`src/rtl/lmsm_seq_pkg.sv`:
```
// Shared definitions for the load/store-multiple sequencer.
// Holds the FSM state type, the parameter defaults and the register-index width.
package lmsm_seq_pkg;

  localparam int unsigned DwDefault   = 16;
  localparam int unsigned NregDefault = 8;
  localparam int unsigned RegIdxW     = 3;

  typedef enum logic [1:0] {
    StIdle = 2'd0,
    StXfer = 2'd1,
    StDone = 2'd2
  } state_e;

endpackage

```
`src/rtl/prio_enc8.sv`:
```
// Lowest-set-bit priority encoder, purely combinational.
//   mask_i  : 8-bit request mask
//   idx_o   : index of the lowest set bit (0 when mask_i is empty)
//   valid_o : high when any bit of mask_i is set
module prio_enc8 (
  input  logic [7:0] mask_i,
  output logic [2:0] idx_o,
  output logic       valid_o
);

  always_comb begin
    idx_o   = 3'd0;
    valid_o = |mask_i;
    // Scan downwards so the last hit is the lowest set bit.
    for (int i = 7; i >= 0; i--) begin
      if (mask_i[i]) begin
        idx_o = 3'(i);
      end
    end
  end

endmodule

```
`src/rtl/lmsm_seq.sv`:
```
// Load/store-multiple sequencer. Walks the set bits of a register mask in ascending
// order, issuing one memory word transfer per selected register at consecutive
// addresses starting from base_addr_i.
//   clk, rst          : clock, synchronous active-high reset
//   start_i           : request, sampled only when idle, with is_lm_i/imm_mask_i/base_addr_i
//   busy_o, done_o    : sequence in progress / one-cycle completion pulse
//   reg_addr_o        : register index of the current transfer
//   rf_rd_data_i      : register-file read data for reg_addr_o (store multiple)
//   rf_wr_en_o/_data_o: register-file write port (load multiple)
//   mem_addr_o        : word address of the current transfer
//   mem_rd_o/mem_wr_o : memory requests, held until mem_ready_i
//   mem_wdata_o       : store data; mem_rdata_i : load data valid with mem_ready_i
module lmsm_seq
  import lmsm_seq_pkg::*;
#(
  parameter int unsigned DW   = DwDefault,
  parameter int unsigned NREG = NregDefault
) (
  input  logic               clk,
  input  logic               rst,
  input  logic               start_i,
  input  logic               is_lm_i,
  input  logic [NREG-1:0]    imm_mask_i,
  input  logic [DW-1:0]      base_addr_i,
  output logic               busy_o,
  output logic               done_o,
  output logic [RegIdxW-1:0] reg_addr_o,
  input  logic [DW-1:0]      rf_rd_data_i,
  output logic               rf_wr_en_o,
  output logic [DW-1:0]      rf_wr_data_o,
  output logic [DW-1:0]      mem_addr_o,
  output logic               mem_rd_o,
  output logic               mem_wr_o,
  output logic [DW-1:0]      mem_wdata_o,
  input  logic [DW-1:0]      mem_rdata_i,
  input  logic               mem_ready_i
);

  state_e            state_q, state_d;
  logic              is_lm_q, is_lm_d;
  logic [NREG-1:0]   rem_mask_q, rem_mask_d;
  logic [DW-1:0]     cur_addr_q, cur_addr_d;

  logic [7:0]         enc_mask;
  logic [RegIdxW-1:0] enc_idx;
  logic               enc_valid;
  logic [NREG-1:0]    clr_bit;

  assign enc_mask = 8'(rem_mask_q);
  assign clr_bit  = NREG'(1) << enc_idx;

  prio_enc8 u_prio_enc8 (
    .mask_i  (enc_mask),
    .idx_o   (enc_idx),
    .valid_o (enc_valid)
  );

  always_ff @(posedge clk) begin
    if (rst) begin
      state_q    <= StIdle;
      is_lm_q    <= 1'b0;
      rem_mask_q <= '0;
      cur_addr_q <= '0;
    end else begin
      state_q    <= state_d;
      is_lm_q    <= is_lm_d;
      rem_mask_q <= rem_mask_d;
      cur_addr_q <= cur_addr_d;
    end
  end

  always_comb begin
    state_d      = state_q;
    is_lm_d      = is_lm_q;
    rem_mask_d   = rem_mask_q;
    cur_addr_d   = cur_addr_q;

    done_o       = 1'b0;
    reg_addr_o   = '0;
    rf_wr_en_o   = 1'b0;
    rf_wr_data_o = '0;
    mem_addr_o   = cur_addr_q;
    mem_rd_o     = 1'b0;
    mem_wr_o     = 1'b0;
    mem_wdata_o  = '0;

    unique case (state_q)
      StIdle: begin
        if (start_i) begin
          is_lm_d    = is_lm_i;
          rem_mask_d = imm_mask_i;
          cur_addr_d = base_addr_i;
          state_d    = (imm_mask_i != '0) ? StXfer : StDone;
        end
      end

      StXfer: begin
        reg_addr_o = enc_idx;
        mem_rd_o   = is_lm_q & enc_valid;
        mem_wr_o   = ~is_lm_q & enc_valid;
        if (is_lm_q) begin
          // Write lands on the same edge the memory completes.
          rf_wr_en_o   = mem_ready_i & enc_valid;
          rf_wr_data_o = mem_rdata_i;
        end else begin
          mem_wdata_o = rf_rd_data_i;
        end
        if (mem_ready_i) begin
          rem_mask_d = rem_mask_q & ~clr_bit;
          cur_addr_d = cur_addr_q + DW'(1);
          if (rem_mask_d == '0) begin
            state_d = StDone;
          end
        end
      end

      StDone: begin
        done_o  = 1'b1;
        state_d = StIdle;
      end

      default: begin
        state_d = StIdle;
      end
    endcase
  end

  assign busy_o = (state_q != StIdle);

endmodule

```
`config.mk`:
```
export PLATFORM = sky130hd
export DESIGN_NAME = lmsm_seq
export DESIGN_NICKNAME = d
export VERILOG_FILES = /design/src/rtl/lmsm_seq_pkg.sv /design/src/rtl/prio_enc8.sv /design/src/rtl/lmsm_seq.sv
export SDC_FILE = /design/constraint.sdc
export NUM_CORES = 1
export LEC_CHECK = 0
export ABC_AREA = 1
export CAP_MARGIN = 5
export CORE_ASPECT_RATIO = 0.5
export CORE_MARGIN = 2
export CORE_UTILIZATION = 40
export DETAILED_ROUTE_END_ITERATION = 10
export PLACE_DENSITY = 0.9
export SLEW_MARGIN = 20
export SYNTH_ARGS = -nofsm -noshare
export SYNTH_HDL_FRONTEND = slang
export SYNTH_HIERARCHICAL = 1
export SYNTH_SLANG_ARGS = --single-unit
```
`constraint.sdc`:
```
create_clock -name clk -period 3.1 [get_ports clk]
set_clock_uncertainty 0.1 [all_clocks]
set_input_delay 0.62 -clock clk [delete_from_list [all_inputs] [get_ports clk]]
set_output_delay 0.62 -clock clk [all_outputs]
set_load 0.01 [all_outputs]
```
==> out/summary.md, run 1 <==
STA classifies the critical path endpoint as a primary output. Class of the tightest hold or removal check: reg2reg. Summed over all instances, the cell type with the most area after synthesis is sky130_fd_sc_hd__dfxtp_1. The synthesized net count was 443; the final core area utilization was 67.3%. The run gives 1.35 nW as the reported leakage power. Measured along the y axis, the die boundary spans 55.8 µm.

The routed wire length is 6.60 mm, and the total of cells resized after clock tree synthesis is 0. The total routing resource utilization after global routing came out at 21.1%. STA puts the critical path data arrival time at 2.10 ns. The detail route stage leaves a number of antenna-violating nets equal to 0. The final number of max-transition violations is 0.

The number of input and output port buffers inserted was 116. The run gives 18 as the placement row count. For the worst setup path, the data required time is 2.38 ns. The worst-path maximum fanout came out at 5.

The run finished with clean final reports. The first global-routing pass estimated 10.6 mm of wire. Clock slew seen by the registers of the worst setup and hold paths: 0.09 ns.

In this run the worst setup path terminates at reg_addr_o[0]. The logs give 0 ns for the total negative slack and 0 for the total DRC errors in the routed layout. Across all setup checks in the final design, the least slack found is 0.281 ns. Setup repair after global routing left no endpoint under its margin.

The logs give 26 for the pin count of the biggest net entering global routing and 91 for the initial DRC count. For this design the ratio of total power to cell area is 375 nW/µm². The tools report the clock sink count as 27. The run gives 42.5% as the effective utilization at floorplan.

The cell at the root of the clock tree is sky130_fd_sc_hd__clkbuf_8. The chip width was 108 µm. The transition time of the tightest slew-check pin came out at 0.508 ns. For the number of buffers created by CTS, the log shows 3.

The count of synthesis-stage warnings from yosys was 6. The count of endpoints failing setup in the final report is 0, and the number of buffers on the longest clock path is 2. The estimated wirelength of the detail-placed design is 5.14 mm, and the clock latency on the worst-skew pair is 0.27 ns.

In the post-synthesis netlist, the biggest area contributors are sky130_fd_sc_hd__dfxtp_1 (25%), sky130_fd_sc_hd__nand2_1 (20%), sky130_fd_sc_hd__nor2_1 (12%), sky130_fd_sc_hd__nand3_1 (6.1%), sky130_fd_sc_hd__inv_1 (5.4%). Number of detailed-route iterations in the first pass: 4. At the end of routability-driven placement, the weighted congestion stood at 0.878. Number of synthesized register bits: 27. H-tree depth: 1. In this run the critical register-to-register path is captured at state_q[0]. After clock tree synthesis, the flow added hold-fix buffers numbering 0.

The via count is 2725, and the final critical-path share of the clock period is 90.9%. The logs give 1.27 mW for the post-layout total power and 0 for the post-CTS repair timing setup buffer count. For the finished layout, the period the worst path requires is 2.82 ns. Counting distinct cell types in the post-synthesis netlist gives 32. After floorplanning, the core was sized to cover 5040 µm².

The tools report the internal reg-to-reg setup slack as 1.07 ns. The logs give 25.2% for the share of synthesized area occupied by flip-flops and latches and 0.474 ns for the minimum setup slack after placement. Summed over all layers, the global routing overflow is 0. The tools report the top-level port count as 117. After synthesis, the mean cell area works out to 5.63 µm². In the routed layout, each cell is associated on average with a via count of 4.87. Across all hold checks on the routed design, the worst slack comes to 0.421 ns. The critical path is of the reg2out type. After synthesis the cells add up to 2150 µm².

The max-cap check violation count was 0. Counting cells, the worst reg-to-reg path comes to 13. TritonCTS built the clock tree. The initial antenna violation count came out at 0.

The run gives 0.231 mV as the worst IR drop on VDD. The die covers 6000 µm². In the synthesized netlist, the number of instances is 381.

Static timing analysis puts the maximum clock frequency at 355 MHz. The number of global-route vias before repair is 2444, and the fraction of final layout cells with drive strength greater than 1 is 7.16%. Compared with the post-synthesis result, the final layout area differs by 58.1%. The headroom to the max-slew limit was 66.1%.

The beginning of the worst register-to-register path was enc_mask[5]. Average wire length per cell after detail routing: 11.8 µm. The sort of element at the start of the critical path was a flip-flop. The logs give 552 for the count of nets after finishing and 0 for the antenna diode count. The worst hold path passes through 2 cells.

The launch point of the worst path is enc_mask[5]. In this run the biggest area consumer among cell types represents 25.2% of the synthesized area. For the final-report hold violation count, the log shows 0.
[cell usage in the layout, fill, tap and decap left out, types with 9 or more instances in the layout]
master / instances
sky130_fd_sc_hd__a31oi_1: 14
sky130_fd_sc_hd__o21ai_0: 22
sky130_fd_sc_hd__nand2_1: 114
sky130_fd_sc_hd__dfxtp_1: 27
sky130_fd_sc_hd__nor2_1: 66
sky130_fd_sc_hd__clkdlybuf4s50_1: 116
sky130_fd_sc_hd__inv_1: 31
sky130_fd_sc_hd__a21oi_1: 9
sky130_fd_sc_hd__nand3_1: 26
sky130_fd_sc_hd__inv_2: 9
sky130_fd_sc_hd__o21ai_1: 11
[synthesized netlist by cell type, drive strengths merged]
master,n
nand3,26
o21ai,38
o21bai,1
nor3,4
nor3b,1
a31oi,14
inv,40
a211oi,1
xor2,1
ha,1
or2,4
nand3b,1
dfxtp,27
a21oi,14
xnor2,1
nand2,115
nor2,69
nand4,4
clkbuf,5
buf,14
[cell families after synthesis]
group | share of synthesized area (%)
adder cells (fa/ha/maj) | 0.583
flip-flops | 25.2
buffers and inverters | 11.6
XOR/XNOR | 0.816
AO/OA/AOI/OAI | 18.7
AND/OR/NAND/NOR | 43.1
[per-stage QoR]
step           instances  instance area [µm²]
3_3_place_gp         555                 3350
2_1_floorplan        381                 2150
5_1_grt              559                 3390
6_report             559                 3390
3_5_place_dp         555                 3350
4_1_cts              559                 3390
[routing by layer]
layer,global-route usage (%),vias to the layer above,share of wire (%)
met5,0,-,0
met4,4.40,0,0.77
met3,3.51,4,6.1
met2,39.8,82,50
met1,25.1,1209,44
li1,-,1430,-
[area by class of cell]
| type | instances | area (µm²) |
|---|---|---|
| fillers | 458 | 1650 |
| multi-input cells | 295 | 1360 |
| repair buffers | 123 | 1210 |
| flip-flops and latches | 27 | 541 |
| inverters | 40 | 150 |
| well taps | 70 | 87.6 |
| clock buffers | 4 | 45.0 |
[registers in the layout (all words and copies together) (netlist names)]
name / count
enc_mask: 8
is_lm_q: 1
mem_addr_o: 16
state_q: 2
[where the power goes]
part	switching, mW	internal (mW)
clock network	0.112	0.0921
registers	0.0652	0.395
logic	0.319	0.291
total	0.496	0.777
[how the worst min path moves through the flow]
stage | from | end | slack (ns)
after CTS | mem_addr_o[6] | mem_addr_o[6] | 0.42
after global placement | mem_addr_o[15] | mem_addr_o[15] | 0.40
final | mem_addr_o[6] | mem_addr_o[6] | 0.42
after detailed placement | mem_addr_o[6] | mem_addr_o[6] | 0.40
after global routing | mem_addr_o[6] | mem_addr_o[6] | 0.44
after floorplan | enc_mask[1] | enc_mask[1] | 0.39
[worst max-delay path: stages, from the launching register on]
cell	delay, ns
sky130_fd_sc_hd__dfxtp_1	0.41
sky130_fd_sc_hd__inv_1	0.09
sky130_fd_sc_hd__nand2_1	0.07
sky130_fd_sc_hd__nand2_1	0.05
sky130_fd_sc_hd__nand2_1	0.05
sky130_fd_sc_hd__nand2_1	0.04
sky130_fd_sc_hd__a21oi_1	0.27
sky130_fd_sc_hd__inv_1	0.18
sky130_fd_sc_hd__nor2_1	0.13
sky130_fd_sc_hd__clkdlybuf4s50_1	0.55
No activity file was read; power rests on OpenSTA's default activity.
==> run 2: changes to the inputs <==
Settings changed: CORE_ASPECT_RATIO 0.5 to not set.
==> run 2 against run 1 <==
Sequential power about the same. Clock-buffer cell count down 1. Fmax down 0.35%. Hold slack better by 0.0097 ns. Design area shrank 0.11%. Routed wire length grew 6.8%. Register-to-register slack lost 0.07 ns. Non-clock buffer count fell by 1. Sequential cell count is the same. Setup slack got worse by 0.0098 ns. Sequential share of layout area barely moved. Largest power group unchanged.
==> out/summary.md, run 2 (synthesized netlist as in run 1, its figures left out) <==
The total routing resource utilization after global routing was 23.0% (was 21.1%); the final-report hold violation count was 0 (unchanged). The tools report the max-cap check violation count as 0 (unchanged). The tools report the source of the worst hold timing path as enc_mask[2] (was mem_addr_o[6]). The effective utilization at floorplan is 41.7% (was 42.5%). The tools report the endpoint class of the critical path as a primary output (unchanged). The hold buffer count at cts was 0 (unchanged).

The chip height is 77.2 µm (was 55.8 µm), and the global placer's final weighted congestion is 0.892 (was 0.878). The average wire length per cell after detail routing works out to 12.6 µm (was 11.8 µm). The final critical-path share of the clock period is 91.2% (was 90.9%).

The critical path class was reg2out (unchanged). The relative area change from synthesis to final layout is 58.0% (was 58.1%), and the clock latency on the worst-skew pair is 0.28 ns (was 0.27 ns). Setup repair after global routing left no endpoint under its margin. Total DRC errors in the routed layout: 0 (unchanged).

First-pass GRT wire length: 11.6 mm (was 10.6 mm). The sort of element at the start of the critical path is a flip-flop (unchanged). For the estimated wirelength of the detail-placed design, the log shows 5.44 mm (was 5.14 mm). The worst IR drop on VDD was 0.227 mV (was 0.231 mV); the clock sink count was 27 (unchanged).

The number of flip-flops in the largest register is 16 (unchanged), and the worst reg2reg path depth is 9 (was 13). Signal arrival time at the worst endpoint: 2.11 ns (was 2.10 ns). The count of placed standard cells including taps came out at 554 (was 555).

The class of the tightest hold or removal check was reg2reg (unchanged). The die footprint is 5970 µm² (was 6000 µm²). Number of buffers on the longest clock path: 2 (unchanged). The fraction of final layout cells with drive strength greater than 1 is 7.17% (was 7.16%). The final number of max-transition violations is 0 (unchanged), and the total negative slack is 0 ns (unchanged). The antenna diode count is 0 (unchanged). Most frequent cells in the layout: sky130_fd_sc_hd__clkdlybuf4s50_1 (116), sky130_fd_sc_hd__nand2_1 (114), sky130_fd_sc_hd__nor2_1 (66) (unchanged). The worst-path maximum fanout works out to 33 (was 5).

The total congestion overflow is 0 (unchanged). The number of vias per cell was 5.11 (was 4.87). The via count was 2851 (was 2725); the reported leakage power was 1.34 nW (was 1.35 nW).

The final critical path time including I/O delays and setup is 2.83 ns (was 2.82 ns), and the hold-critical path depth is 2 (unchanged). TritonCTS built the clock tree. The tools report the count of nets after finishing as 551 (was 552). Cell at the root of the clock tree: sky130_fd_sc_hd__clkbuf_8 (unchanged). For the non-filler instance count after layout, the log shows 558 (was 559). The beginning of the worst register-to-register path is state_q[0] (was enc_mask[5]). For the pin count of the biggest net entering global routing, the log shows 34 (was 26). The post-CTS repair timing setup buffer count is 0 (unchanged), and the top-level port count is 117 (unchanged).

The number of nets with antenna violations after detailed routing was 0 (unchanged); the number of global-route vias before repair was 2700 (was 2444). Chip width: 77.2 µm (was 108 µm). The worst setup slack after layout is 0.272 ns (was 0.281 ns). The total of cells resized after clock tree synthesis came out at 0 (unchanged). Headroom to the max-slew limit: 66.7% (was 66.1%). The minimum setup slack after placement was 0.496 ns (was 0.474 ns); the peak clock frequency supported by timing was 354 MHz (was 355 MHz). The number of buffers created by CTS is 3 (unchanged), and the number of input and output port buffers inserted is 116 (unchanged).

The initial antenna violation count is 0 (unchanged), and the total power divided by cell area is 379 nW/µm² (was 375 nW/µm²). The clock slew seen by the registers of the worst setup and hold paths was 0.10 ns (was 0.09 ns). The H-tree depth came out at 1 (unchanged). Hold-critical path endpoint: enc_mask[2] (was mem_addr_o[6]). For the routed wire length, the log shows 7.05 mm (was 6.60 mm). The run gives 185 (was 91) as the initial DRC count. The internal reg-to-reg setup slack was 1.00 ns (was 1.07 ns); the core box area was 5140 µm² (was 5040 µm²).

The flow ran to the end, and the final reports show no timing, DRC or antenna violations. The most common library cell in the layout ignoring fill and taps is sky130_fd_sc_hd__clkdlybuf4s50_1 (unchanged). Terminus of the critical flop-to-flop path: mem_addr_o[6] (was state_q[0]). The transition time of the tightest slew-check pin was 0.499 ns (was 0.508 ns); the number of detailed-route iterations in the first pass was 5 (was 4).

The placement row count was 26 (was 18); the critical path required time was 2.38 ns (about the same). The count of endpoints failing setup in the final report came out at 0 (unchanged).
==> run 2: layer usage <==
metal / vias to the layer above / GRT usage [%] / share of wire, %
met5: - / 0 / 0
li1: 1436 / - / -
met1: 1258 / 25.5 / 40
met4: 0 / 7.14 / 1.7
met3: 14 / 5.53 / 9.0
met2: 143 / 42.8 / 49
==> run 2: critical path: stages (launching register included) <==
cell	delay, ns
sky130_fd_sc_hd__dfxtp_1	0.39
sky130_fd_sc_hd__inv_2	0.06
sky130_fd_sc_hd__nor2_4	0.30
sky130_fd_sc_hd__inv_2	0.30
sky130_fd_sc_hd__nor3_1	0.20
sky130_fd_sc_hd__clkdlybuf4s50_1	0.56
==> run 2: power by group <==
part / switching [mW] / leakage [nW] / internal (mW)
combinational: 0.322 / 1.10 / 0.287
sequential: 0.0679 / 0.223 / 0.395
clock: 0.121 / 0.0217 / 0.0916
total: 0.511 / 1.34 / 0.774
==> run 2: worst max-delay path by stage <==
| stage | start | depth (start not counted) | slack, ns | to |
|---|---|---|---|---|
| after floorplan | state_q[0] | 6 | 1.15 | mem_wr_o |
| after global placement | mem_ready_i | 3 | 0.51 | rf_wr_en_o |
| after detailed placement | mem_ready_i | 3 | 0.50 | rf_wr_en_o |
| after CTS | state_q[0] | 5 | 0.27 | mem_wr_o |
| after global routing | enc_mask[5] | 9 | 0.12 | reg_addr_o[0] |
| final | state_q[0] | 5 | 0.27 | mem_wr_o |
==> run 2: layout make-up <==
class                           instances  area, µm²
Fill cell                             476       1750
Multi-Input combinational cell        295       1360
Timing Repair Buffer                  122       1210
Sequential cell                        27        541
Inverter                               40        150
Tap cell                               70       87.6
Clock buffer                            3       41.3
Clock inverter                          1       7.51
==> run 2: per-stage QoR <==
step	util, %	total power, mW	hold slack [ns]	area, µm²
global placement	65.0	1.06	0.400	3340
CTS	65.9	1.28	0.429	3390
detailed placement	65.0	1.07	0.410	3340
global route	65.9	1.37	0.465	3390
finish	65.9	1.28	0.431	3390
floorplan	-	0.808	0.387	2150
==> run 3: changes to the inputs <==
Settings changed: CORE_MARGIN 2 to not set.
==> run 3 against run 2 <==
Register-to-register slack lost 0.04 ns. Sequential power is essentially flat. First-iteration DRC count is 34% higher. Combinational power rose by 0.8%. Hold slack gained 0.0014 ns. Cell count unchanged. Routed wire length shrank 1.6%. Total power hardly changed. Clock-buffer cell count unchanged. Design area about the same. Sequential cell count stayed put. Largest cell class unchanged.
==> out/summary.md, run 3 (synthesized netlist as in run 1, its figures left out) <==
The flow ran to the end, and the final reports show no timing, DRC or antenna violations. For the total of cells resized after clock tree synthesis, the log shows 0 (unchanged). The chip width works out to 75.2 µm (was 77.2 µm). The final hold slack was 0.432 ns (was 0.431 ns); the non-filler instance count after layout was 558 (unchanged). The most common library cell in the layout ignoring fill and taps was sky130_fd_sc_hd__clkdlybuf4s50_1 (unchanged).

The critical path's most frequent cell was sky130_fd_sc_hd__inv_2 (unchanged). The chip height was 75.2 µm (was 77.2 µm). Largest delay contributor family on the critical path: buffers and inverters (unchanged). Met3 global-route usage: 4.28% (was 5.53%). The initial antenna violation count is 0 (unchanged). TritonCTS built the clock tree. The worst-path maximum fanout came out at 22 (was 33). The master of the slowest instance on the critical path is sky130_fd_sc_hd__clkdlybuf4s50_1 (unchanged). The logs give 5140 µm² (unchanged) for the core box area and 2547 (was 2700) for the number of global-route vias before repair.

Transition time of the tightest slew-check pin: 0.484 ns (was 0.499 ns). Most used routing layer: met2 (unchanged). The die footprint is 5660 µm² (was 5970 µm²). The buffering stage count on the worst path with inverters included was 3 (unchanged). The total congestion overflow was 0 (unchanged); the H-tree depth was 1 (unchanged). The run gives 554 (unchanged) as the count of placed standard cells including taps.

The tools report the routed wire length as 6.94 mm (was 7.05 mm). The class of the tightest hold or removal check is reg2reg (unchanged). The fraction of final layout cells with drive strength greater than 1 was 7.17% (unchanged). The count of endpoints failing setup in the final report is 0 (unchanged). The total power divided by cell area is 379 nW/µm² (about the same).

The via count came out at 2885 (was 2851). The final critical-path share of the clock period works out to 91.1% (was 91.2%). Most frequent cells in the layout: sky130_fd_sc_hd__clkdlybuf4s50_1 (116), sky130_fd_sc_hd__nand2_1 (114), sky130_fd_sc_hd__nor2_1 (66) (unchanged). Total negative slack: 0 ns (unchanged). The placement row count is 26 (unchanged). The number of detailed-route iterations in the first pass was 4 (was 5); the final critical path time including I/O delays and setup was 2.82 ns (was 2.83 ns). The run gives 1.35 nW (was 1.34 nW) as the reported leakage power.

For the count of nets after finishing, the log shows 551 (unchanged). The total routing resource utilization after global routing was 23.8% (was 23.0%); the initial DRC count was 247 (was 185). The hold buffer count at cts was 0 (unchanged). The tools report the cell at the root of the clock tree as sky130_fd_sc_hd__clkbuf_8 (unchanged).

The critical path required time is 2.38 ns (about the same), and the post-CTS repair timing setup buffer count is 0 (unchanged). The tools report the clock latency on the worst-skew pair as 0.29 ns (was 0.28 ns). The met2 capacity usage during global routing came out at 44.5% (was 42.8%). The critical path class is reg2out (unchanged). For the signal arrival time at the worst endpoint, the log shows 2.10 ns (was 2.11 ns).

The tools report the effective utilization at floorplan as 41.7% (unchanged). The sort of element at the start of the critical path is a flip-flop (unchanged). The number of vias per cell was 5.17 (was 5.11); the estimated wirelength of the detail-placed design was 5.35 mm (was 5.44 mm).

Number of nets with antenna violations after detailed routing: 0 (unchanged). Setup repair after global routing left no endpoint under its margin. The worst IR drop on VDD is 0.261 mV (was 0.227 mV). CP cell instances: inv_2 > nor2_4 > inv_2 > nor3_1 > clkdlybuf4s50_1 (unchanged). The clock slew seen by the registers of the worst setup and hold paths works out to 0.10 ns (about the same). The critical path's largest stage delay came out at 0.57 ns (was 0.56 ns). The global placer's final weighted congestion is 0.869 (was 0.892), and the top-level port count is 117 (unchanged). The clock sink count was 27 (unchanged); the final number of max-transition violations was 0 (unchanged). The number of input and output port buffers inserted is 116 (unchanged), and the global routing usage on met1 is 26.0% (was 25.5%). The relative area change from synthesis to final layout came out at 57.8% (was 58.0%). The average wire length per cell after detail routing works out to 12.4 µm (was 12.6 µm). The tools report the first-pass GRT wire length as 10.5 mm (was 11.6 mm).

The number of buffers on the longest clock path is 2 (unchanged), and the number of flip-flops in the largest register is 16 (unchanged). The final-report hold violation count is 0 (unchanged). The pin count of the biggest net entering global routing is 28 (was 34). The run gives 354 MHz (about the same) as the peak clock frequency supported by timing.

For the max-cap check violation count, the log shows 0 (unchanged). Antenna diode count: 0 (unchanged). The headroom to the max-slew limit came out at 67.7% (was 66.7%). The run gives 3 (unchanged) as the number of buffers created by CTS. Endpoint class of the critical path: a primary output (unchanged). The total DRC errors in the routed layout is 0 (unchanged).
[run 3: power by group]
group / switching (mW) / internal (mW) / leakage (nW)
logic: 0.327 / 0.288 / 1.10
registers: 0.0665 / 0.395 / 0.223
clock network: 0.118 / 0.0905 / 0.0255
[run 3: worst paths after layout]
path	endpoint	startpoint	depth (start not counted)	slack, ns
min reg2reg	mem_addr_o[6]	mem_addr_o[6]	2	0.43
min	mem_addr_o[6]	mem_addr_o[6]	2	0.43
max reg2reg	mem_addr_o[8]	state_q[0]	9	0.96
max	mem_wr_o	state_q[0]	5	0.28
[run 3: through the flow]
| step | power (mW) | utilization [%] | instance area [µm²] | setup slack (ns) |
|---|---|---|---|---|
| 2_1_floorplan | 0.808 | - | 2150 | 1.15 |
| 3_3_place_gp | 1.06 | 65.0 | 3340 | 0.510 |
| 3_5_place_dp | 1.08 | 65.0 | 3340 | 0.474 |
| 4_1_cts | 1.28 | 65.9 | 3390 | 0.259 |
| 5_1_grt | 1.37 | 65.9 | 3390 | 0.0834 |
| 6_report | 1.28 | 65.9 | 3390 | 0.275 |
[run 3: per-layer routing]
metal | vias to the layer above | wire length, µm
li1 | 1429 | -
met1 | 1300 | 2730
met2 | 144 | 3410
met3 | 12 | 694
met4 | 0 | 101
met5 | - | 0
[run 3: layout make-up]
type	count	area (µm²)
Fill cell	471	1750
Multi-Input combinational cell	295	1360
Timing Repair Buffer	122	1210
Sequential cell	27	541
Inverter	40	150
Tap cell	70	87.6
Clock buffer	3	41.3
Clock inverter	1	5.00
[run 3: worst min-delay path: cells and delay by family, from the launching register on]
kind	cells	cell delay, ns
flops	1	0.36
simple gates	1	0.08
compound gates	1	0.05
